[src/rtl/tomasulo_pkg.sv]
// Shared Tomasulo constants: CDB widths, the reserved invalid tag, ICC bit
// positions and reservation-station indices.
package tomasulo_pkg;

  localparam int CDB_TAG_W  = 5;
  localparam int CDB_DATA_W = 32;

  localparam logic [CDB_TAG_W-1:0] INVALID_TAG = 5'h1F;

  // ICC flags travel as {c,v,z,n}
  localparam int ICC_N = 0;
  localparam int ICC_Z = 1;
  localparam int ICC_V = 2;
  localparam int ICC_C = 3;

  localparam int RS_ALU = 0;
  localparam int RS_MUL = 1;
  localparam int RS_DIV = 2;
  localparam int RS_LS  = 3;

endpackage

[src/rtl/rr_picker.sv]
// Combinational wrap-around first-one search starting at ptr; returns one-hot
// grant, winner index and whether any request was found.
module rr_picker #(
  parameter int N_REQ = 4,
  parameter int IW    = $clog2(N_REQ)
) (
  input  logic [N_REQ-1:0] req,
  input  logic [IW-1:0]    ptr,
  output logic [N_REQ-1:0] grant,
  output logic [IW-1:0]    idx,
  output logic             any
);

  int pos;

  always_comb begin
    grant = '0;
    idx   = '0;
    any   = 1'b0;
    pos   = 0;
    for (int k = 0; k < N_REQ; k++) begin
      pos = int'(ptr) + k;
      if (pos >= N_REQ) pos = pos - N_REQ;
      if (!any && req[pos]) begin
        any        = 1'b1;
        idx        = IW'(pos);
        grant[pos] = 1'b1;
      end
    end
  end

endmodule

[src/rtl/cdb_arbiter.sv]
// Round-robin CDB arbiter: grants one finished station per cycle and drives
// the registered common-data-bus broadcast snooped by stations and regfile.
module cdb_arbiter import tomasulo_pkg::*; #(
  parameter int N_REQ  = 4,
  parameter int TAG_W  = CDB_TAG_W,
  parameter int DATA_W = CDB_DATA_W
) (
  input  logic                clk,
  input  logic                rst_n,
  input  logic [N_REQ-1:0]    in_req,
  input  logic [N_REQ*TAG_W-1:0]  in_tag,
  input  logic [N_REQ*DATA_W-1:0] in_val,
  input  logic [N_REQ*4-1:0]  in_icc,
  input  logic                in_flush,
  output logic [N_REQ-1:0]    out_grant,
  output logic                out_CDB_broadcast,
  output logic [TAG_W-1:0]    out_CDB_tag,
  output logic [DATA_W-1:0]   out_CDB_val,
  output logic [3:0]          out_ICC_flags,
  output logic                out_tag_err
);

  localparam int IW = $clog2(N_REQ);
  localparam logic [TAG_W-1:0] INV_TAG = {TAG_W{1'b1}};

  logic [IW-1:0]     ptr;
  logic [N_REQ-1:0]  pick_grant;
  logic [IW-1:0]     pick_idx;
  logic              pick_any;
  logic              xfer_p0;
  logic [TAG_W-1:0]  win_tag_p0;
  logic [DATA_W-1:0] win_val_p0;
  logic [3:0]        win_icc_p0;
  logic [IW-1:0]     ptr_next;

  logic              bcast_vld_p1;
  logic [TAG_W-1:0]  bcast_tag_p1;
  logic [DATA_W-1:0] bcast_val_p1;
  logic [3:0]        bcast_icc_p1;
  logic              tag_err_p1;

  rr_picker #(.N_REQ(N_REQ), .IW(IW)) u_picker (
    .req   (in_req),
    .ptr   (ptr),
    .grant (pick_grant),
    .idx   (pick_idx),
    .any   (pick_any)
  );

  // Stage p0: combinational grant and winner mux; flush and reset suppress it
  always_comb begin
    xfer_p0    = pick_any && rst_n && !in_flush;
    out_grant  = xfer_p0 ? pick_grant : '0;
    win_tag_p0 = in_tag[pick_idx*TAG_W +: TAG_W];
    win_val_p0 = in_val[pick_idx*DATA_W +: DATA_W];
    win_icc_p0 = in_icc[pick_idx*4 +: 4];
    ptr_next   = (pick_idx == IW'(N_REQ-1)) ? '0 : pick_idx + IW'(1);
  end

  // Stage p1: registered broadcast; an invalid tag is consumed without broadcast
  always_ff @(posedge clk) begin
    if (!rst_n) begin
      ptr          <= '0;
      bcast_vld_p1 <= 1'b0;
      bcast_tag_p1 <= INV_TAG;
      bcast_val_p1 <= '0;
      bcast_icc_p1 <= '0;
      tag_err_p1   <= 1'b0;
    end else if (in_flush) begin
      ptr          <= '0;
      bcast_vld_p1 <= 1'b0;
      tag_err_p1   <= 1'b0;
    end else if (xfer_p0) begin
      ptr <= ptr_next;
      if (win_tag_p0 == INV_TAG) begin
        bcast_vld_p1 <= 1'b0;
        tag_err_p1   <= 1'b1;
      end else begin
        bcast_vld_p1 <= 1'b1;
        bcast_tag_p1 <= win_tag_p0;
        bcast_val_p1 <= win_val_p0;
        bcast_icc_p1 <= win_icc_p0;
        tag_err_p1   <= 1'b0;
      end
    end else begin
      bcast_vld_p1 <= 1'b0;
      tag_err_p1   <= 1'b0;
    end
  end

  assign out_CDB_broadcast = bcast_vld_p1;
  assign out_CDB_tag       = bcast_tag_p1;
  assign out_CDB_val       = bcast_val_p1;
  assign out_ICC_flags     = bcast_icc_p1;
  assign out_tag_err       = tag_err_p1;

endmodule

[config.mk]
export PLATFORM = sky130hd
export DESIGN_NAME = cdb_arbiter
export DESIGN_NICKNAME = d
export VERILOG_FILES = /design/src/rtl/tomasulo_pkg.sv /design/src/rtl/rr_picker.sv /design/src/rtl/cdb_arbiter.sv
export SDC_FILE = /design/constraint.sdc
export NUM_CORES = 1
export LEC_CHECK = 0
export BUFFER_PORTS_ARGS = -buffer_cell sky130_fd_sc_hd__buf_2
export CAP_MARGIN = 20
export CORE_ASPECT_RATIO = 1.5
export CORE_UTILIZATION = 40
export DETAILED_ROUTE_END_ITERATION = 7
export HOLD_SLACK_MARGIN = 0.08
export PLACE_DENSITY = 0.85
export SKIP_LAST_GASP = 1
export SLEW_MARGIN = 20
export SYNTH_ARGS = -nofsm -noshare
export SYNTH_HDL_FRONTEND = slang
export SYNTH_SLANG_ARGS = --single-unit
[constraint.sdc]
create_clock -name clk -period 8.9 [get_ports clk]
set_clock_uncertainty 0.2 [all_clocks]
set_input_delay 0.89 -clock clk [delete_from_list [all_inputs] [get_ports clk]]
set_output_delay 0.89 -clock clk [all_outputs]
set_load 0.02 [all_outputs]
# ---- Word level (Yosys, flattened, before mapping)
# Index checks and enable logic that the tools add are counted.
dict set report word_totals {
  input_bits 171
  register_bits 45
  wordCells 95
  output_inout_bits 47
}
dict set report op_classes {
  eq_ne 2
  n_bitwise 7
  magnitude_cmp 12
  mux 40
  n_reduce_logical 16
  mul 1
  n_addsub 8
  n_shift 3
}
# operator n
set op_table {}
lappend op_table {{$ge A32 B1 Y1 const B} 4}
lappend op_table {{$lt A32 B4 Y1 const B} 4}
lappend op_table {{$mux W32} 4}
lappend op_table {{$shiftx A128 B8 Y32} 1}
lappend op_table {{$ge A32 B4 Y1 const B} 3}
lappend op_table {{$sub A32 B4 Y32 const B} 3}
lappend op_table {{$mux W4} 5}
lappend op_table {{$shiftx A20 B6 Y5} 1}
lappend op_table {{$mux W1} 18}
lappend op_table {{$shiftx A16 B5 Y4} 1}
lappend op_table {{$or A4 B4 Y4} 3}
lappend op_table {{$mux W2} 5}
lappend op_table {{$logic_and A1 B1 Y1} 9}
lappend op_table {{$bmux W1 S2} 4}
lappend op_table {{$demux W1 S2} 4}
lappend op_table {{$add A2 B2 Y3 const B} 2}
lappend op_table {{$eq A5 B5 Y1 const B} 1}
lappend op_table {{$mul A2 B3 Y5 const B} 1}
lappend op_table {{$logic_not A1 Y1} 4}
lappend op_table {{$not A1 Y1} 4}
lappend op_table {{$sub A2 B3 Y4 const B} 1}
lappend op_table {{$add A2 B1 Y3 const B} 1}
lappend op_table {{$ge A2 B3 Y1 const B} 1}
lappend op_table {{$reduce_and A3 Y1} 1}
lappend op_table {{4 further kinds} 4}

# ---- Longest topological paths before layout
# Gate-level depths: netlist of the first run.
dict set report depth {
  depth_word 20
  depth_mapped 17
  mapped_depth_nobuf 10
}

# ---- Modules after synthesis
# From an unflattened synthesis of the first run, not the netlist that was laid out.
dict set report hier_totals {
  hier_cells 425
  hier_area_um2 4184.0
}
# module instances cells_per_inst seq_area_each_um2 area_per_inst_um2
set by_module_without_submodules {}
lappend by_module_without_submodules {cdb_arbiter 1 377 900.9 3723.6}
lappend by_module_without_submodules {rr_picker 1 48 0.0 460.4}

# ---- Worst setup path after synthesis of the first run
# OpenSTA, ideal clock, no wires.
dict set report synth_timing {
  path_kind {reg2out}
  from {reg ptr[0]}
  to {out out_grant[0]}
  arrival_time_ns 2.935
  path_stages_with_launch 12
  required_time_ns 7.810
  path_buffers 4
  slack_ns 4.875
  cell_sequence {dfxtp_1 > buf_2 > inv_1 > clkbuf_1 > clkbuf_1 > ha_1 > mux4_2 > nor2b_1 > buf_4 > a221o_1 > o21ai_0 > a21oi_1}
}
dict set report synth_via {
  elab_chain_len 18
  elab_cells_between_ends 67
  classes_between {add/sub (7); order compare (12); mux (33); bitwise (3); reduce/logical (12)}
}
# element line
set synth_rtl {}
lappend synth_rtl {{start: declaration} cdb_arbiter.sv:26} ;# logic [IW-1:0] ptr;
lappend synth_rtl {{start signal: assignment} cdb_arbiter.sv:74} ;# ptr <= ptr_next;
lappend synth_rtl {{parallel branches: the longest is 17 deep, another holds $sub A32 B4 Y32} -}
lappend synth_rtl {{$mux W4 (*)} cdb_arbiter.sv:53} ;# out_grant = xfer_p0 ? pick_grant : '0;
lappend synth_rtl {{end: declaration} cdb_arbiter.sv:15} ;# output logic [N_REQ-1:0] out_grant,
# Every way passes the cells marked *. The select of a mux whose other input is x is not followed.

# ---- Worst setup path after layout of the first run
dict set report layout_timing {
  from {reg ptr[0]}
  to {out out_grant[2]}
}
# Same word-level chain as after synthesis.

==> results of run 1 <==
-- worst max path at each step --
| stage | to | slack, ps | startpoint | cells after the start |
|---|---|---|---|---|
| floorplan | out_grant[0] | 4880 | ptr[0] | 11 |
| global placement | out_ICC_flags[0] | 4420 | ptr[0] | 11 |
| detailed placement | out_CDB_val[7] | 4300 | ptr[0] | 11 |
| CTS | out_grant[2] | 4160 | ptr[0] | 8 |
| global route | out_grant[0] | 3860 | ptr[0] | 8 |
| finish | out_grant[2] | 4150 | ptr[0] | 8 |
-- power groups by stage --
stage / registers (mW) / clock network [mW] / logic (mW)
6_report: 0.278 / 0.217 / 0.624
2_1_floorplan: 0.340 / 0 / 0.396
3_5_place_dp: 0.280 / 0 / 0.627
3_3_place_gp: 0.279 / 0 / 0.618
5_1_grt: 0.283 / 0.229 / 0.694
4_1_cts: 0.277 / 0.222 / 0.628
-- metal layers --
metal	vias up	share of wire
met1	2094	0.39
met3	20	0.066
met5	-	0
met2	196	0.52
li1	2404	-
met4	0	0.025
-- registers in the layout (all words and copies together) (netlist names) --
signal,flops
out_CDB_tag,5
out_CDB_val,32
out_ICC_flags,4
ptr,2
out_tag_err,1
out_CDB_broadcast,1
-- logic make-up after synthesis --
logic type | share of synthesized area
simple gates | 0.377
compound gates | 0.169
buf+inv | 0.0693
mux | 0.139
flops | 0.231
fa+ha+maj | 0.0128
xor+xnor | 0.00225
-- synth_stat cells, types with 6 or more instances --
cell | instances | share of area
sky130_fd_sc_hd__nor2b_1 | 6 | 0.0096
sky130_fd_sc_hd__nand2_1 | 127 | 0.12
sky130_fd_sc_hd__a21oi_1 | 17 | 0.022
sky130_fd_sc_hd__o21ai_0 | 46 | 0.059
sky130_fd_sc_hd__clkbuf_1 | 28 | 0.027
sky130_fd_sc_hd__nand4_1 | 22 | 0.035
sky130_fd_sc_hd__nor2_1 | 115 | 0.11
sky130_fd_sc_hd__buf_2 | 12 | 0.015
sky130_fd_sc_hd__dfxtp_1 | 45 | 0.23
sky130_fd_sc_hd__o211ai_1 | 10 | 0.019
sky130_fd_sc_hd__mux2i_1 | 40 | 0.10
sky130_fd_sc_hd__nand3_1 | 47 | 0.060
-- critical path: cells and delay by family, from the launching register on --
kind,cells,cell delay [ps]
multiplexers,1,640
buffers and inverters,2,680
AND/OR/NAND/NOR,1,690
flip-flops,1,310
adder cells (fa/ha/maj),1,470
AO/OA/AOI/OAI,3,590
-- metrics by stage --
step	area [µm²]	total power, mW	hold WS [ps]	util	setup slack (ps)
2_1_floorplan	3900	0.737	301	-	4880
3_3_place_gp	4930	0.897	238	0.526	4420
3_5_place_dp	4930	0.906	243	0.526	4300
4_1_cts	5100	1.13	255	0.545	4160
5_1_grt	5100	1.21	275	0.545	3860
6_report	5100	1.12	250	0.545	4150
-- placed cells by master (no fill, tap or decap), drive strengths merged, types with 10 or more instances in the layout --
cell type,n
nand4,22
mux2i,41
a21oi,17
o21ai,46
nand2,127
buf,222
dfxtp,45
o211ai,10
nand3,47
nor2,116
-- cell type report --
class / count / share of cell area
inverter: 5 / 0.00368
multi-input combinational: 493 / 0.537
antenna: 1 / 0.000490
sequential: 45 / 0.176
clock inverter: 2 / 0.00735
timing repair buffer: 222 / 0.220
tap: 112 / 0.0275
clock buffer: 6 / 0.0272
==> report_table.html, run 1 <==
<table>
<tr><th>Metric</th><th>Value</th></tr>
<tr><th colspan="2">Logic synthesis</th></tr>
<tr><td>Post-synthesis cell count</td><td>594</td></tr>
<tr><td>Sequential cell area fraction in the yosys report</td><td>0.231</td></tr>
<tr><td>Synthesized cell area</td><td>0.00390 mm²</td></tr>
<tr><td>FFs w/ async S/R, synth</td><td>0</td></tr>
<tr><td>Synth Register Bits</td><td>45</td></tr>
<tr><td>EDFF count, synth</td><td>0</td></tr>
<tr><td>Synthesized Nets</td><td>769</td></tr>
<tr><td>Flip-flop cell with the highest count after synthesis</td><td>sky130_fd_sc_hd__dfxtp_1</td></tr>
<tr><td>Average size of a mapped cell</td><td>6.56 µm²</td></tr>
<tr><td>Count of different cell masters after synthesis</td><td>55</td></tr>
<tr><td>Synth warnings</td><td>0</td></tr>
<tr><th colspan="2">Power and ir drop</th></tr>
<tr><td>Sw power</td><td>503 µW</td></tr>
<tr><td>LEAKAGE</td><td>2.41 nW</td></tr>
<tr><td>Internal Pwr Total</td><td>616 µW</td></tr>
<tr><td>Net switching share of the total power</td><td>0.449</td></tr>
<tr><td>Peak VDD IR</td><td>134 µV</td></tr>
<tr><td>Power per unit of standard cell area</td><td>219 mW/mm²</td></tr>
<tr><td>Flop pwr share</td><td>0.248</td></tr>
<tr><td>Part of the total power dissipated in combinational logic</td><td>0.558</td></tr>
<tr><td>Clock power frac</td><td>0.194</td></tr>
<tr><th colspan="2">Clocking</th></tr>
<tr><td>CTS H-Tree Depth</td><td>2</td></tr>
<tr><td>Clock-pin slew on the worst setup and hold paths</td><td>60 ps</td></tr>
<tr><td>Root buffer selected by CTS</td><td>sky130_fd_sc_hd__clkbuf_16</td></tr>
<tr><td>Quantity of gates resized following cts</td><td>0</td></tr>
<tr><td>Number of buffers added by the clock tree synthesis step</td><td>5</td></tr>
<tr><td>TritonCTS clock tree</td><td>yes</td></tr>
<tr><td>Number of sinks driven by the clock tree</td><td>45</td></tr>
<tr><td>Insertion delay of the later-clocked pin in the worst-skew pair</td><td>280 ps</td></tr>
<tr><td>Number of hold-repair buffers added at the cts stage</td><td>0</td></tr>
<tr><td>Post-CTS repair timing setup buffer count</td><td>0</td></tr>
<tr><td>Max Root-Sink Buffers</td><td>2</td></tr>
<tr><th colspan="2">STA</th></tr>
<tr><td>Worst rel slew slack</td><td>0.440</td></tr>
<tr><td>Total Neg Setup Slack</td><td>0 ps</td></tr>
<tr><td>Final period demand of the worst path</td><td>4750 ps</td></tr>
<tr><td>Peak clock frequency supported by timing</td><td>211 MHz</td></tr>
<tr><td>Number of failing setup endpoints in the final timing report</td><td>0</td></tr>
<tr><td>Pin slew with the least headroom to its limit</td><td>838 ps</td></tr>
<tr><td>Final-report max-slew violation count</td><td>0</td></tr>
<tr><td>Final Hold Vio Count</td><td>0</td></tr>
<tr><td>Unrepaired setup endpoints after global routing</td><td>no</td></tr>
<tr><td>Post-route clock period utilization</td><td>0.533</td></tr>
<tr><th colspan="2">Cells and area</th></tr>
<tr><td>Layout cell share with drive strength beyond 1</td><td>0.323</td></tr>
<tr><td>Footprint of the flip-flops and latches</td><td>901 µm²</td></tr>
<tr><td>Number of nets in the layout</td><td>947</td></tr>
<tr><td>Number of fill cells</td><td>956</td></tr>
<tr><td>Combined area of the multi-input logic cells</td><td>0.00274 mm²</td></tr>
<tr><td>Layout Area Growth over Synthesis</td><td>31.0%</td></tr>
<tr><td>Post-Layout Cell Count</td><td>886</td></tr>
<tr><th colspan="2">GRT</th></tr>
<tr><td>Most utilized layer in the global route result</td><td>met2</td></tr>
<tr><td>Met3 demand-to-capacity share in global routing</td><td>0.0339</td></tr>
<tr><td>Wire length of the first global-routing pass</td><td>18.5 mm</td></tr>
<tr><td>Met2 GRT Util</td><td>0.420</td></tr>
<tr><td>All-layer global routing usage</td><td>0.234</td></tr>
<tr><td>Largest net degree at the start of global routing</td><td>81</td></tr>
<tr><td>Grt met1 use</td><td>0.279</td></tr>
<tr><td>Total global routing overflow</td><td>0</td></tr>
<tr><td>Vias in the first global route</td><td>4067</td></tr>
<tr><td>Initial antenna violation count</td><td>1</td></tr>
<tr><th colspan="2">Setup path</th></tr>
<tr><td>Category of the critical setup timing path</td><td>flop to output pin</td></tr>
<tr><td>Launch instance of the worst register-to-register path</td><td>ptr[0]</td></tr>
<tr><td>Worst path cell trace</td><td>inv_1 &gt; ha_1 &gt; mux4_2 &gt; nor2b_1 &gt; a221o_1 &gt; o21ai_0 &gt; a21oi_1 &gt; buf_2</td></tr>
<tr><td>Startpoint type of the worst setup path</td><td>flop</td></tr>
<tr><td>Top fanout value on the critical path</td><td>22</td></tr>
<tr><td>Crit path max-delay cell type</td><td>sky130_fd_sc_hd__nor2b_1</td></tr>
<tr><td>Crit path capture type</td><td>output pin</td></tr>
<tr><td>Data required time at the worst endpoint</td><td>7810 ps</td></tr>
<tr><td>Endpoint of the worst register-to-register path</td><td>out_CDB_val[2]</td></tr>
<tr><td>Worst R2R Path Depth</td><td>11</td></tr>
<tr><td>Worst endpoint data arrival time</td><td>3660 ps</td></tr>
<tr><td>Worst stage delay on the critical path</td><td>690 ps</td></tr>
<tr><td>Internal reg-to-reg setup slack</td><td>4260 ps</td></tr>
<tr><th colspan="2">Drt</th></tr>
<tr><td># DRC</td><td>0</td></tr>
<tr><td>Vias per Instance</td><td>5.32</td></tr>
<tr><td>First DRT Iteration DRCs</td><td>195</td></tr>
<tr><td>Count of nets left with antenna violations after detail routing</td><td>0</td></tr>
<tr><td>Routed length per instance</td><td>13.7 µm</td></tr>
<tr><td>Final wirelength</td><td>12.1 mm</td></tr>
<tr><td>Number of optimization iterations in the first detailed-route pass</td><td>5</td></tr>
<tr><td>DR vias</td><td>4714</td></tr>
<tr><th colspan="2">Die</th></tr>
<tr><td>Die Y</td><td>123 µm</td></tr>
<tr><td>Site row count</td><td>43</td></tr>
<tr><td>Die Wd</td><td>82.6 µm</td></tr>
<tr><td>Initial standard-cell utilization of the core</td><td>0.416</td></tr>
<tr><td>Placeable Area</td><td>0.00936 mm²</td></tr>
<tr><td>Die Outline Area</td><td>0.0102 mm²</td></tr>
<tr><td>I/O pins</td><td>218</td></tr>
<tr><th colspan="2">Placed design</th></tr>
<tr><td>Detailed Place HPWL</td><td>8.98 mm</td></tr>
<tr><td>Post-placement cell count</td><td>877</td></tr>
<tr><td>Count of buffers from port buffering</td><td>217</td></tr>
<tr><td>Placer Congestion</td><td>0.860</td></tr>
<tr><th colspan="2">Run</th></tr>
<tr><td>Total of max-cap violations</td><td>0</td></tr>
<tr><th colspan="2">Status</th></tr>
<tr><td>Result of the run</td><td>completed</td></tr>
<tr><th colspan="2">Hold path</th></tr>
<tr><td>Worst-case hold path end point</td><td>out_CDB_val[10]</td></tr>
<tr><td>Hold path cells</td><td>2</td></tr>
<tr><td>Startpoint of the tightest hold check path</td><td>out_CDB_val[10]</td></tr>
<tr><td>Type of the tightest min-delay check</td><td>flop to flop</td></tr>
</table>
Note: power is estimated with default switching activity, not from simulation.
==> inputs of run 2 (changes only) <==
- clock period: 8.9 -> 4.6 ns (I/O delays scaled with it)
==> report_table.html, run 2 (same netlist as run 1, synthesis figures left out) <==
<table>
<tr><th>Metric</th><th>Value</th></tr>
<tr><th colspan="2">Cells and area</th></tr>
<tr><td>Layout cell share with drive strength beyond 1</td><td>0.335</td></tr>
<tr><td>Commonest non-fill, non-tap cells in the layout</td><td>sky130_fd_sc_hd__buf_2, sky130_fd_sc_hd__nand2_1, sky130_fd_sc_hd__nor2_1</td></tr>
<tr><td>Most common cell after layout, fill and taps aside</td><td>sky130_fd_sc_hd__buf_2</td></tr>
<tr><td>Post-route cell area</td><td>0.00519 mm²</td></tr>
<tr><td>Footprint of the flip-flops and latches</td><td>901 µm²</td></tr>
<tr><td>Number of nets in the layout</td><td>960</td></tr>
<tr><td>Combined area of the multi-input logic cells</td><td>0.00275 mm²</td></tr>
<tr><td>Number of flip-flops under the largest register name</td><td>32</td></tr>
<tr><td>Diodes inserted</td><td>0</td></tr>
<tr><td>Number of fill cells</td><td>947</td></tr>
<tr><td>Layout Area Growth over Synthesis</td><td>33.3%</td></tr>
<tr><th colspan="2">Setup path</th></tr>
<tr><td>Crit path buf inv count</td><td>2</td></tr>
<tr><td>Top cell family by delay on the critical path</td><td>compound AO/OA/AOI/OAI gates</td></tr>
<tr><td>Worst stage delay on the critical path</td><td>770 ps</td></tr>
<tr><td>Category of the critical setup timing path</td><td>flop to flop</td></tr>
<tr><td>CP Depth</td><td>11</td></tr>
<tr><td>Worst endpoint data arrival time</td><td>4260 ps</td></tr>
<tr><td>Worst R2R Path Depth</td><td>11</td></tr>
<tr><td>Endpoint of the worst register-to-register path</td><td>out_CDB_val[14]</td></tr>
<tr><td>Top fanout value on the critical path</td><td>27</td></tr>
<tr><td>Launch instance of the worst register-to-register path</td><td>ptr[1]</td></tr>
<tr><td>Internal reg-to-reg setup slack</td><td>350 ps</td></tr>
<tr><td>Crit path max-delay cell type</td><td>sky130_fd_sc_hd__o31a_2</td></tr>
<tr><td>Worst path cell trace</td><td>inv_1 &gt; ha_1 &gt; mux4_2 &gt; o21bai_2 &gt; nand4_1 &gt; nand3_1 &gt; a211o_1 &gt; a32oi_2 &gt; o31a_2 &gt; buf_4 &gt; mux2i_1</td></tr>
<tr><td>Startpoint type of the worst setup path</td><td>flop</td></tr>
<tr><td>Crit path capture type</td><td>flop</td></tr>
<tr><td>Data required time at the worst endpoint</td><td>4610 ps</td></tr>
<tr><th colspan="2">STA</th></tr>
<tr><td>Unrepaired setup endpoints after global routing</td><td>no</td></tr>
<tr><td>Worst rel slew slack</td><td>0.435</td></tr>
<tr><td>Post-route clock period utilization</td><td>0.925</td></tr>
<tr><td>Final period demand of the worst path</td><td>4250 ps</td></tr>
<tr><td>Number of failing setup endpoints in the final timing report</td><td>0</td></tr>
<tr><td>Final-report max-slew violation count</td><td>0</td></tr>
<tr><td>Peak clock frequency supported by timing</td><td>235 MHz</td></tr>
<tr><td>Pin slew with the least headroom to its limit</td><td>848 ps</td></tr>
<tr><td>Setup WS post-layout</td><td>347 ps</td></tr>
<tr><td>Final Hold Vio Count</td><td>0</td></tr>
<tr><td>Total Neg Setup Slack</td><td>0 ps</td></tr>
<tr><th colspan="2">GRT</th></tr>
<tr><td>Wire length of the first global-routing pass</td><td>19.7 mm</td></tr>
<tr><td>All-layer global routing usage</td><td>0.249</td></tr>
<tr><td>Largest net degree at the start of global routing</td><td>64</td></tr>
<tr><td>Vias in the first global route</td><td>4383</td></tr>
<tr><td>Total global routing overflow</td><td>0</td></tr>
<tr><td>Initial antenna violation count</td><td>0</td></tr>
<tr><th colspan="2">Drt</th></tr>
<tr><td>Number of optimization iterations in the first detailed-route pass</td><td>5</td></tr>
<tr><td>Final wirelength</td><td>12.5 mm</td></tr>
<tr><td>Vias per Instance</td><td>5.40</td></tr>
<tr><td>Routed length per instance</td><td>13.9 µm</td></tr>
<tr><td>First DRT Iteration DRCs</td><td>199</td></tr>
<tr><td>DR vias</td><td>4845</td></tr>
<tr><td># DRC</td><td>0</td></tr>
<tr><td>Count of nets left with antenna violations after detail routing</td><td>0</td></tr>
<tr><th colspan="2">Die</th></tr>
<tr><td>Site row count</td><td>43</td></tr>
<tr><td>I/O pins</td><td>218</td></tr>
<tr><td>Die Outline Area</td><td>0.0102 mm²</td></tr>
<tr><td>Die Y</td><td>123 µm</td></tr>
<tr><td>Die Wd</td><td>82.6 µm</td></tr>
<tr><td>Initial standard-cell utilization of the core</td><td>0.416</td></tr>
<tr><td>Placeable Area</td><td>0.00936 mm²</td></tr>
<tr><th colspan="2">Placed design</th></tr>
<tr><td>Total cell area at the placement stage</td><td>0.00504 mm²</td></tr>
<tr><td>Count of buffers from port buffering</td><td>217</td></tr>
<tr><td>Placement-stage worst setup slack</td><td>358 ps</td></tr>
<tr><td>Detailed Place HPWL</td><td>9.63 mm</td></tr>
<tr><td>Placer Congestion</td><td>0.861</td></tr>
<tr><th colspan="2">Power and ir drop</th></tr>
<tr><td>Sw power</td><td>986 µW</td></tr>
<tr><td>Part of the total power dissipated in combinational logic</td><td>0.583</td></tr>
<tr><td>LEAKAGE</td><td>2.47 nW</td></tr>
<tr><td>Internal Pwr Total</td><td>1.18 mW</td></tr>
<tr><td>Clock power frac</td><td>0.168</td></tr>
<tr><td>Net switching share of the total power</td><td>0.456</td></tr>
<tr><td>Power per unit of standard cell area</td><td>417 mW/mm²</td></tr>
<tr><td>PnR Total Power</td><td>2.17 mW</td></tr>
<tr><td>Flop pwr share</td><td>0.249</td></tr>
<tr><td>Peak VDD IR</td><td>242 µV</td></tr>
<tr><th colspan="2">Clocking</th></tr>
<tr><td>Number of buffers added by the clock tree synthesis step</td><td>5</td></tr>
<tr><td>Number of sinks driven by the clock tree</td><td>45</td></tr>
<tr><td>Post-CTS repair timing setup buffer count</td><td>0</td></tr>
<tr><td>Max Root-Sink Buffers</td><td>2</td></tr>
<tr><td>Insertion delay of the later-clocked pin in the worst-skew pair</td><td>270 ps</td></tr>
<tr><td>Root buffer selected by CTS</td><td>sky130_fd_sc_hd__clkbuf_16</td></tr>
<tr><td>CTS H-Tree Depth</td><td>2</td></tr>
<tr><td>Quantity of gates resized following cts</td><td>0</td></tr>
<tr><td>TritonCTS clock tree</td><td>yes</td></tr>
<tr><td>Clock-pin slew on the worst setup and hold paths</td><td>70 ps</td></tr>
<tr><td>Number of hold-repair buffers added at the cts stage</td><td>0</td></tr>
<tr><th colspan="2">Run</th></tr>
<tr><td>Total of max-cap violations</td><td>0</td></tr>
<tr><th colspan="2">Hold path</th></tr>
<tr><td>Type of the tightest min-delay check</td><td>flop to flop</td></tr>
<tr><td>Worst-case hold path end point</td><td>out_ICC_flags[1]</td></tr>
<tr><td>Hold path cells</td><td>2</td></tr>
<tr><td>Startpoint of the tightest hold check path</td><td>out_ICC_flags[1]</td></tr>
<tr><th colspan="2">Status</th></tr>
<tr><td>Result of the run</td><td>completed</td></tr>
</table>
-- run 2: cell types whose count changed in the layout (fill, tap and decap cells not counted), sizes merged --
cell      change
buf          +13
diode         -1
clkinvlp      -1
clkinv        +2
bufinv        -1
-- run 2: how the worst max path moves through the flow --
stage,startpoint,end,slack (ps)
CTS,ptr[1],out_CDB_val[14],340
global route,ptr[1],out_CDB_val[14],60
finish,ptr[1],out_CDB_val[14],350
floorplan,ptr[0],out_CDB_val[12],660
global placement,ptr[1],out_ICC_flags[2],440
detailed placement,ptr[1],out_CDB_val[26],360
-- run 2: cell type report --
type / instances / share of cell area
clock inverter: 2 / 0.00265
sequential: 45 / 0.173
multi-input combinational: 493 / 0.529
clock buffer: 6 / 0.0267
tap: 112 / 0.0270
inverter: 5 / 0.00361
timing repair buffer: 235 / 0.237
-- run 2: worst min-delay path, cell delays in order (launching register included) --
cell                      delay [ps]
sky130_fd_sc_hd__dfxtp_1         310
sky130_fd_sc_hd__nand2_1          50
sky130_fd_sc_hd__mux2i_1          50
-- run 2: metal layers --
metal,up-vias,global-route usage,routed length [µm]
li1,2434,-,-
met1,2137,0.287,4800
met2,236,0.448,6380
met3,38,0.0310,869
met4,0,0.112,464
met5,-,0,0
-- run 2: power groups by stage --
stage / Clock (mW) / Sequential, mW / Combinational, mW
2_1_floorplan: 0 / 0.658 / 0.767
3_5_place_dp: 0 / 0.543 / 1.26
5_1_grt: 0.387 / 0.552 / 1.40
6_report: 0.365 / 0.539 / 1.26
3_3_place_gp: 0 / 0.540 / 1.25
4_1_cts: 0.371 / 0.539 / 1.26
-- run 2: stage by stage --
| stage | hold WS (ps) | cells | utilization |
|---|---|---|---|
| finish | 254 | 898 | 0.555 |
| global route | 275 | 898 | 0.555 |
| global placement | 238 | 890 | 0.538 |
| floorplan | 301 | 594 | - |
| detailed placement | 244 | 890 | 0.538 |
| CTS | 255 | 898 | 0.554 |
==> inputs of run 3 (changes only) <==
- RECOVER_POWER: not set -> 25
==> report_table.html, run 3 (same netlist as run 1, synthesis figures left out) <==
<table>
<tr><th>Metric</th><th>Value</th></tr>
<tr><th colspan="2">Status</th></tr>
<tr><td>Result of the run</td><td>completed</td></tr>
<tr><th colspan="2">Drt</th></tr>
<tr><td>Number of optimization iterations in the first detailed-route pass</td><td>5</td></tr>
<tr><td>Routed length per instance</td><td>13.9 µm</td></tr>
<tr><td>Count of nets left with antenna violations after detail routing</td><td>0</td></tr>
<tr><td># DRC</td><td>0</td></tr>
<tr><td>First DRT Iteration DRCs</td><td>197</td></tr>
<tr><td>Final wirelength</td><td>12.5 mm</td></tr>
<tr><td>Vias per Instance</td><td>5.41</td></tr>
<tr><td>DR vias</td><td>4861</td></tr>
<tr><th colspan="2">Clocking</th></tr>
<tr><td>Number of buffers added by the clock tree synthesis step</td><td>5</td></tr>
<tr><td>Insertion delay of the later-clocked pin in the worst-skew pair</td><td>270 ps</td></tr>
<tr><td>Max Root-Sink Buffers</td><td>2</td></tr>
<tr><td>Clock-pin slew on the worst setup and hold paths</td><td>60 ps</td></tr>
<tr><td>CTS H-Tree Depth</td><td>2</td></tr>
<tr><td>Number of sinks driven by the clock tree</td><td>45</td></tr>
<tr><td>Post-CTS repair timing setup buffer count</td><td>0</td></tr>
<tr><td>Root buffer selected by CTS</td><td>sky130_fd_sc_hd__clkbuf_16</td></tr>
<tr><td>TritonCTS clock tree</td><td>yes</td></tr>
<tr><td>Quantity of gates resized following cts</td><td>0</td></tr>
<tr><td>Number of hold-repair buffers added at the cts stage</td><td>0</td></tr>
<tr><th colspan="2">Power and ir drop</th></tr>
<tr><td>Part of the total power dissipated in combinational logic</td><td>0.580</td></tr>
<tr><td>Net switching share of the total power</td><td>0.459</td></tr>
<tr><td>Peak VDD IR</td><td>242 µV</td></tr>
<tr><td>Internal Pwr Total</td><td>1.16 mW</td></tr>
<tr><td>Clock power frac</td><td>0.169</td></tr>
<tr><td>PnR Total Power</td><td>2.15 mW</td></tr>
<tr><td>Power per unit of standard cell area</td><td>417 mW/mm²</td></tr>
<tr><td>Flop pwr share</td><td>0.251</td></tr>
<tr><td>LEAKAGE</td><td>2.39 nW</td></tr>
<tr><td>Sw power</td><td>988 µW</td></tr>
<tr><th colspan="2">STA</th></tr>
<tr><td>Worst rel slew slack</td><td>0.435</td></tr>
<tr><td>Final hold slack</td><td>256 ps</td></tr>
<tr><td>Setup WS post-layout</td><td>342 ps</td></tr>
<tr><td>Final period demand of the worst path</td><td>4260 ps</td></tr>
<tr><td>Post-route clock period utilization</td><td>0.926</td></tr>
<tr><td>Final-report max-slew violation count</td><td>0</td></tr>
<tr><td>Peak clock frequency supported by timing</td><td>235 MHz</td></tr>
<tr><td>Unrepaired setup endpoints after global routing</td><td>no</td></tr>
<tr><td>Number of failing setup endpoints in the final timing report</td><td>0</td></tr>
<tr><td>Pin slew with the least headroom to its limit</td><td>847 ps</td></tr>
<tr><td>Final Hold Vio Count</td><td>0</td></tr>
<tr><td>Total Neg Setup Slack</td><td>0 ps</td></tr>
<tr><th colspan="2">Cells and area</th></tr>
<tr><td>Layout Area Growth over Synthesis</td><td>32.6%</td></tr>
<tr><td>Post-Layout Cell Count</td><td>898</td></tr>
<tr><td>Number of fill cells</td><td>956</td></tr>
<tr><td>Most common cell after layout, fill and taps aside</td><td>sky130_fd_sc_hd__buf_2</td></tr>
<tr><td>Number of flip-flops under the largest register name</td><td>32</td></tr>
<tr><td>Diodes inserted</td><td>0</td></tr>
<tr><td>Final core utilization</td><td>0.552</td></tr>
<tr><td>Post-route cell area</td><td>0.00517 mm²</td></tr>
<tr><td>Commonest non-fill, non-tap cells in the layout</td><td>sky130_fd_sc_hd__buf_2, sky130_fd_sc_hd__nand2_1, sky130_fd_sc_hd__nor2_1</td></tr>
<tr><td>Layout cell share with drive strength beyond 1</td><td>0.305</td></tr>
<tr><td>Number of nets in the layout</td><td>960</td></tr>
<tr><th colspan="2">Setup path</th></tr>
<tr><td>Category of the critical setup timing path</td><td>flop to flop</td></tr>
<tr><td>Crit path capture type</td><td>flop</td></tr>
<tr><td>Crit path max-delay cell type</td><td>sky130_fd_sc_hd__o31a_2</td></tr>
<tr><td>Worst endpoint data arrival time</td><td>4270 ps</td></tr>
<tr><td>Top fanout value on the critical path</td><td>27</td></tr>
<tr><td>Worst path cell trace</td><td>inv_1 &gt; ha_1 &gt; mux4_2 &gt; o21bai_2 &gt; nand4_1 &gt; nand3_1 &gt; a211o_1 &gt; a32oi_2 &gt; o31a_2 &gt; buf_4 &gt; mux2i_1</td></tr>
<tr><td>Startpoint type of the worst setup path</td><td>flop</td></tr>
<tr><td>Worst stage delay on the critical path</td><td>770 ps</td></tr>
<tr><td>Data required time at the worst endpoint</td><td>4610 ps</td></tr>
<tr><th colspan="2">Run</th></tr>
<tr><td>Total of max-cap violations</td><td>0</td></tr>
<tr><th colspan="2">Die</th></tr>
<tr><td>Die Wd</td><td>82.6 µm</td></tr>
<tr><td>Placeable Area</td><td>0.00936 mm²</td></tr>
<tr><td>Site row count</td><td>43</td></tr>
<tr><td>I/O pins</td><td>218</td></tr>
<tr><td>Die Y</td><td>123 µm</td></tr>
<tr><td>Initial standard-cell utilization of the core</td><td>0.416</td></tr>
<tr><td>Die Outline Area</td><td>0.0102 mm²</td></tr>
<tr><th colspan="2">Placed design</th></tr>
<tr><td>Detailed Place HPWL</td><td>9.63 mm</td></tr>
<tr><td>Count of buffers from port buffering</td><td>217</td></tr>
<tr><td>Placement-stage worst setup slack</td><td>358 ps</td></tr>
<tr><td>Post-placement cell count</td><td>890</td></tr>
<tr><td>Total cell area at the placement stage</td><td>0.00504 mm²</td></tr>
<tr><td>Placer Congestion</td><td>0.861</td></tr>
<tr><th colspan="2">GRT</th></tr>
<tr><td>Vias in the first global route</td><td>4383</td></tr>
<tr><td>Initial antenna violation count</td><td>0</td></tr>
<tr><td>Largest net degree at the start of global routing</td><td>64</td></tr>
<tr><td>All-layer global routing usage</td><td>0.249</td></tr>
<tr><td>Total global routing overflow</td><td>0</td></tr>
<tr><td>Wire length of the first global-routing pass</td><td>19.7 mm</td></tr>
<tr><th colspan="2">Hold path</th></tr>
<tr><td>Type of the tightest min-delay check</td><td>flop to flop</td></tr>
</table>
==> run 3: power groups by stage <==
stage / clock network, mW / registers [mW] / logic (mW)
2_1_floorplan: 0 / 0.658 / 0.767
3_3_place_gp: 0 / 0.540 / 1.25
3_5_place_dp: 0 / 0.543 / 1.26
4_1_cts: 0.371 / 0.539 / 1.26
5_1_grt: 0.387 / 0.553 / 1.39
6_report: 0.364 / 0.540 / 1.25
==> run 3: final cells by class <==
class | instances | area [µm²] | share of cell area
Clock buffer | 6 | 139 | 0.0269
Clock inverter | 2 | 13.8 | 0.00266
Inverter | 5 | 18.8 | 0.00363
Multi-Input combinational cell | 493 | 2750 | 0.532
Sequential cell | 45 | 901 | 0.174
Tap cell | 112 | 140 | 0.0271
Timing Repair Buffer | 235 | 1200 | 0.233
==> run 3: path summary, 6_finish.rpt <==
path	startpoint	to	slack (ps)	depth (start not counted)
setup / recovery	ptr[1]	out_CDB_val[14]	340	11
hold / removal	out_CDB_val[11]	out_CDB_val[11]	260	2
setup reg to reg	ptr[1]	out_CDB_val[14]	340	11
hold reg to reg	out_CDB_val[11]	out_CDB_val[11]	260	2
==> run 3: critical path: cells and delay by family, from the launching register on <==
family | cells | cell delay (ps)
buffers and inverters | 2 | 520
and+or+nand+nor | 2 | 210
DFF | 1 | 430
muxes | 2 | 790
AOI/OAI and AO/OA | 4 | 1680
adders and majority gates | 1 | 350
==> run 3: layer usage <==
layer / global-route usage / up-vias / part of all wire
met5: 0 / - / 0
met4: 0.112 / 0 / 0.037
met3: 0.0310 / 38 / 0.066
met2: 0.448 / 221 / 0.51
met1: 0.287 / 2169 / 0.38
li1: - / 2433 / -
